[src/rtl/ysyx_23060240_trap_ctrl.sv]
// Machine-mode trap/mret sequencer: arbitrates ecall, mret and timer irq,
// walks the mepc/mcause/mstatus/mtvec CSR updates and redirects fetch.
module ysyx_23060240_trap_ctrl #(
  parameter logic [31:0] ECALL_CAUSE = 32'h0000_000B,
  parameter logic [31:0] IRQ_CAUSE   = 32'h8000_0007
) (
  input  logic        clk,
  input  logic        rst,
  input  logic        ecall_valid,
  input  logic        mret_valid,
  input  logic        irq_pending,
  input  logic        mstatus_mie,
  input  logic [31:0] cur_pc,
  output logic        ack,
  output logic [1:0]  ack_src,
  output logic        busy,
  output logic [11:0] csr_addr,
  output logic        csr_wen,
  output logic        csr_ren,
  output logic [31:0] csr_wdata,
  input  logic [31:0] csr_rdata,
  output logic        redirect_valid,
  output logic [31:0] redirect_pc
);

  typedef enum logic [3:0] {
    IDLE, T_EPC, T_CAUSE, T_SRD, T_SWR, T_VEC,
    R_SRD, R_SWR, R_EPC
  } state_t;

  localparam logic [1:0] SRC_ECALL = 2'b01;
  localparam logic [1:0] SRC_MRET  = 2'b10;
  localparam logic [1:0] SRC_IRQ   = 2'b11;

  state_t      state, state_nxt;
  logic [31:0] saved_pc, cause, status_q;
  logic [1:0]  sel;
  logic        accept;
  logic [31:0] trap_status, ret_status;
  logic [31:0] vec_base, vec_off;

  always_comb begin
    sel = 2'b00;
    if (irq_pending && mstatus_mie) sel = SRC_IRQ;
    else if (ecall_valid)           sel = SRC_ECALL;
    else if (mret_valid)            sel = SRC_MRET;
  end

  assign accept = !rst && (state == IDLE) && (sel != 2'b00);

  always_ff @(posedge clk or posedge rst) begin
    if (rst) state <= IDLE;
    else     state <= state_nxt;
  end

  always_comb begin
    state_nxt = state;
    case (state)
      IDLE: if (accept)
              state_nxt = (sel == SRC_MRET) ? R_SRD : T_EPC;
      T_EPC:   state_nxt = T_CAUSE;
      T_CAUSE: state_nxt = T_SRD;
      T_SRD:   state_nxt = T_SWR;
      T_SWR:   state_nxt = T_VEC;
      T_VEC:   state_nxt = IDLE;
      R_SRD:   state_nxt = R_SWR;
      R_SWR:   state_nxt = R_EPC;
      R_EPC:   state_nxt = IDLE;
      default: state_nxt = IDLE;
    endcase
  end

  always_ff @(posedge clk or posedge rst) begin
    if (rst) begin
      saved_pc <= '0;
      cause    <= '0;
      status_q <= '0;
    end else begin
      if (accept) begin
        saved_pc <= cur_pc;
        if (sel == SRC_IRQ)        cause <= IRQ_CAUSE;
        else if (sel == SRC_ECALL) cause <= ECALL_CAUSE;
      end
      if (state == T_SRD || state == R_SRD) status_q <= csr_rdata;
    end
  end

  // Trap stacks MIE into MPIE; mret restores it and re-arms MPIE.
  always_comb begin
    trap_status        = status_q;
    trap_status[7]     = status_q[3];
    trap_status[3]     = 1'b0;
    trap_status[12:11] = 2'b11;
    ret_status         = status_q;
    ret_status[3]      = status_q[7];
    ret_status[7]      = 1'b1;
    ret_status[12:11]  = 2'b11;
  end

  assign vec_base = {csr_rdata[31:2], 2'b00};
  assign vec_off  = {1'b0, cause[30:0]} << 2;

  always_comb begin
    ack            = 1'b0;
    ack_src        = 2'b00;
    busy           = 1'b0;
    csr_addr       = 12'h000;
    csr_wen        = 1'b0;
    csr_ren        = 1'b0;
    csr_wdata      = '0;
    redirect_valid = 1'b0;
    redirect_pc    = '0;
    if (!rst) begin
      busy = (state != IDLE);
      case (state)
        IDLE: begin
          ack     = accept;
          ack_src = accept ? sel : 2'b00;
        end
        T_EPC: begin
          csr_wen   = 1'b1;
          csr_addr  = 12'h341;
          csr_wdata = saved_pc;
        end
        T_CAUSE: begin
          csr_wen   = 1'b1;
          csr_addr  = 12'h342;
          csr_wdata = cause;
        end
        T_SRD, R_SRD: begin
          csr_ren  = 1'b1;
          csr_addr = 12'h300;
        end
        T_SWR: begin
          csr_wen   = 1'b1;
          csr_addr  = 12'h300;
          csr_wdata = trap_status;
        end
        T_VEC: begin
          csr_ren        = 1'b1;
          csr_addr       = 12'h305;
          redirect_valid = 1'b1;
          if (csr_rdata[1:0] == 2'b01 && cause[31])
            redirect_pc = vec_base + vec_off;
          else
            redirect_pc = vec_base;
        end
        R_SWR: begin
          csr_wen   = 1'b1;
          csr_addr  = 12'h300;
          csr_wdata = ret_status;
        end
        R_EPC: begin
          csr_ren        = 1'b1;
          csr_addr       = 12'h341;
          redirect_valid = 1'b1;
          redirect_pc    = vec_base;
        end
        default: ;
      endcase
    end
  end

endmodule

[config.mk]
export PLATFORM = sky130hd
export DESIGN_NAME = ysyx_23060240_trap_ctrl
export DESIGN_NICKNAME = d
export VERILOG_FILES = /design/src/rtl/ysyx_23060240_trap_ctrl.sv
export SDC_FILE = /design/constraint.sdc
export NUM_CORES = 1
export LEC_CHECK = 0
export CAP_MARGIN = 20
export CELL_PAD_IN_SITES_DETAIL_PLACEMENT = 0
export CELL_PAD_IN_SITES_GLOBAL_PLACEMENT = 2
export CORE_ASPECT_RATIO = 1.2
export CORE_MARGIN = 5
export CORE_UTILIZATION = 28
export CTS_BUF_LIST = sky130_fd_sc_hd__clkbuf_8
export DETAILED_ROUTE_END_ITERATION = 16
export GPL_ROUTABILITY_DRIVEN = 0
export PLACE_DENSITY = 0.93
export SKIP_LAST_GASP = 1
export SLEW_MARGIN = 0
export SYNTH_ARGS = -nofsm -noshare
export SYNTH_HDL_FRONTEND = slang
export SYNTH_SLANG_ARGS = --single-unit
[constraint.sdc]
create_clock -name clk -period 5.14 [get_ports clk]
set_clock_uncertainty 0.1 [all_clocks]
set_input_delay 1.028 -clock clk [delete_from_list [all_inputs] [get_ports clk]]
set_output_delay 1.028 -clock clk [all_outputs]
set_load 0.1 [all_outputs]
==> metrics.txt <==
Total Routed Length=15780 um; CP arrival=3730 ps; worst relative slew slack=0.3641; initial antenna violation count=0; share of the synthesized area in the top cell type=0.3859; # H-tree levels=3; Setup Fix Bufs, Post-CTS=0; total global routing overflow=0; Rows=50; Via density=5.250; Worst-path clk slew=80 ps; Crit. End Element=output port; CP cell instances=clkdlybuf4s50_1 -> ha_1 -> inv_1 -> fa_1 -> nor2b_1 -> o21a_1 -> o2111ai_2 -> buf_4 -> o21ai_0 -> a21boi_1 -> buf_12; LEAKAGE=2.760 nW; post-DP HPWL=11980 um; nets=679; Non-Filler Instances=817; Critical Path RT=4010 ps; Post-synth top flop=dfrtp_1; die area=18620 sq um; Fin. Hold Viols=0; Worst R2R Path Depth=5; post-synth cell types=60; Filler cells=1487; period utilisation layout=0.9450; clock latency on the worst-skew pair=340 ps; Tmin final=4857 ps; share of cells above drive strength 1=0.3021; crit path kind=in2out; FF+latch count, synth=69; FFs w/ async S/R, synth=1.000; DR WL/cell=19.31 um; reg2reg start=state[3]; GRT Overall Usage=0.1708; most frequent cells in the layout=dfrtp_1, clkdlybuf4s50_1, buf_12, mux2_2, nor2_1; maximum VDD drop=0.3472 mV; Slowest cell on crit path=clkdlybuf4s50_1; cell family with most CP delay=buffers and inverters; Core ar.=15640 sq um; vias in the first global route=4598; slowest cell delay on critical path=530 ps; first-pass GRT wire length=25590 um; final core occ=0.4458; post-synthesis sequential area ratio=0.3859; RSZ-0062 raised after global routing=no; Mapped Area=4474 sq um; Hold Path Depth=1; Max-cap violations=0; R2R Setup Slk=2540 ps; clock sinks=69; TritonCTS Buffers=9; largest net degree at the start of global routing=71; top cell type by total area after synthesis=dfrtp_1; Reg-to-Reg End=saved_pc[28]; antenna cells=0; Hold Worst Slack=411.8 ps; number of synthesized flops with an enable pin=0; Tightest Pin Transition=940.6 ps; worst min path class=reg2reg; Syn Inst Count=474; Iter 0 DRT Violations=274; max-slew violation count=0; First-pass DRT Iterations=4; Die H=148.5 um; routed vias=4289; I/O Buffers=144; outcome=finished, final reports clean; # setup viols final=0; CP bufs+invs=4; dominant cells by area after synthesis=dfrtp_1, mux2_2, a22oi_1; clk root buf=clkbuf_8; HP Start=status_q[0]; CTS max path bufs=2; power density over cell area=559.3 nW/um^2; Syn Area/Cell=9.439 sq um; Max Fanout on Critical Path=6; CTS tree=done; FMAX=205.9 MHz; Startpoint Class=input port; io pins=153; Final ANT Viol Nets=0; Initial Utilization=0.2861; area grow syn2layout=55.84%; YS warnings=0; WHS Endpoint=status_q[0]; Post-route DRC=0; Inst Count DP=800; Die Span X=125.4 um; Fin Setup TNS=0 ps
worst max path at each step:
stage,start,to,slack (ps),cells after the start
finish,csr_rdata[2],redirect_pc[20],280,11
floorplan,rst,redirect_pc[4],20,6
detailed placement,csr_rdata[2],redirect_pc[20],210,11
CTS,csr_rdata[2],redirect_pc[20],160,11
global placement,csr_rdata[2],redirect_pc[28],280,10
global route,csr_rdata[2],redirect_pc[20],50,11
report_power, final:
| group | switching [W] | internal, W |
|---|---|---|
| sequential | 0.000231 | 0.000818 |
| clock | 0.000214 | 0.000272 |
| combinational | 0.00147 | 0.000901 |
cells in the mapped netlist (6+ instances only):
master / instances
nand2_1: 33
o211ai_1: 6
nand4_1: 8
inv_1: 12
clkbuf_1: 13
o21ai_0: 22
buf_2: 14
mux2_2: 62
and3_1: 7
buf_4: 13
a31oi_1: 17
nand3_1: 19
nor3_1: 8
a21oi_1: 22
or4_1: 6
a22oi_1: 28
dfrtp_1: 69
nor2_1: 38
metal layers:
layer  part of all wire  vias up  GRT usage
met5                  0        -          0
met3              0.078       15    0.05136
met1               0.40     2107     0.2111
li1                   -     2004          -
met4              0.012        0    0.03579
met2               0.51      163     0.2960
state kept, by name, indices dropped and copies added, names as in the netlist:
register	count
cause	3
saved_pc	32
state	4
status_q	30
final cells by class:
type | count | area [sq um] | area share
Tap cell | 208 | 260.3 | 0.03732
Multi-Input combinational cell | 354 | 2546 | 0.3652
Timing Repair Buffer | 157 | 2172 | 0.3115
Clock inverter | 7 | 91.34 | 0.01310
Clock buffer | 9 | 123.9 | 0.01776
Sequential cell | 69 | 1727 | 0.2476
Inverter | 13 | 52.55 | 0.007536
logic make-up after synthesis:
| logic type | after synthesis | share of synthesized area |
|---|---|---|
| adder cells (fa/ha/maj) | 5 | 0.01566 |
| flip-flops | 69 | 0.3859 |
| XOR/XNOR | 4 | 0.007831 |
| other | 1 | 0.0008381 |
| multiplexers | 64 | 0.1605 |
| buffers and inverters | 58 | 0.06376 |
| AND/OR/NAND/NOR | 149 | 0.1829 |
| AO/OA/AOI/OAI | 124 | 0.1826 |
through the flow:
| step | area (sq um) | power [W] | setup WS, ps |
|---|---|---|---|
| floorplan | 4532 | 0.002660 | 15.93 |
| global placement | 6724 | 0.003364 | 283.2 |
| detailed placement | 6724 | 0.003409 | 206.2 |
| CTS | 6939 | 0.003906 | 158.9 |
| global route | 6973 | 0.004116 | 45.47 |
| finish | 6973 | 0.003900 | 282.8 |
repair_timing:
item,4_1_cts,5_1_grt
endpoints found under the setup margin,0,1
gates resized for setup,0,1
hold buffers,0,0
hold endpoints to repair,0,0
(Power assumes the default switching activity.)
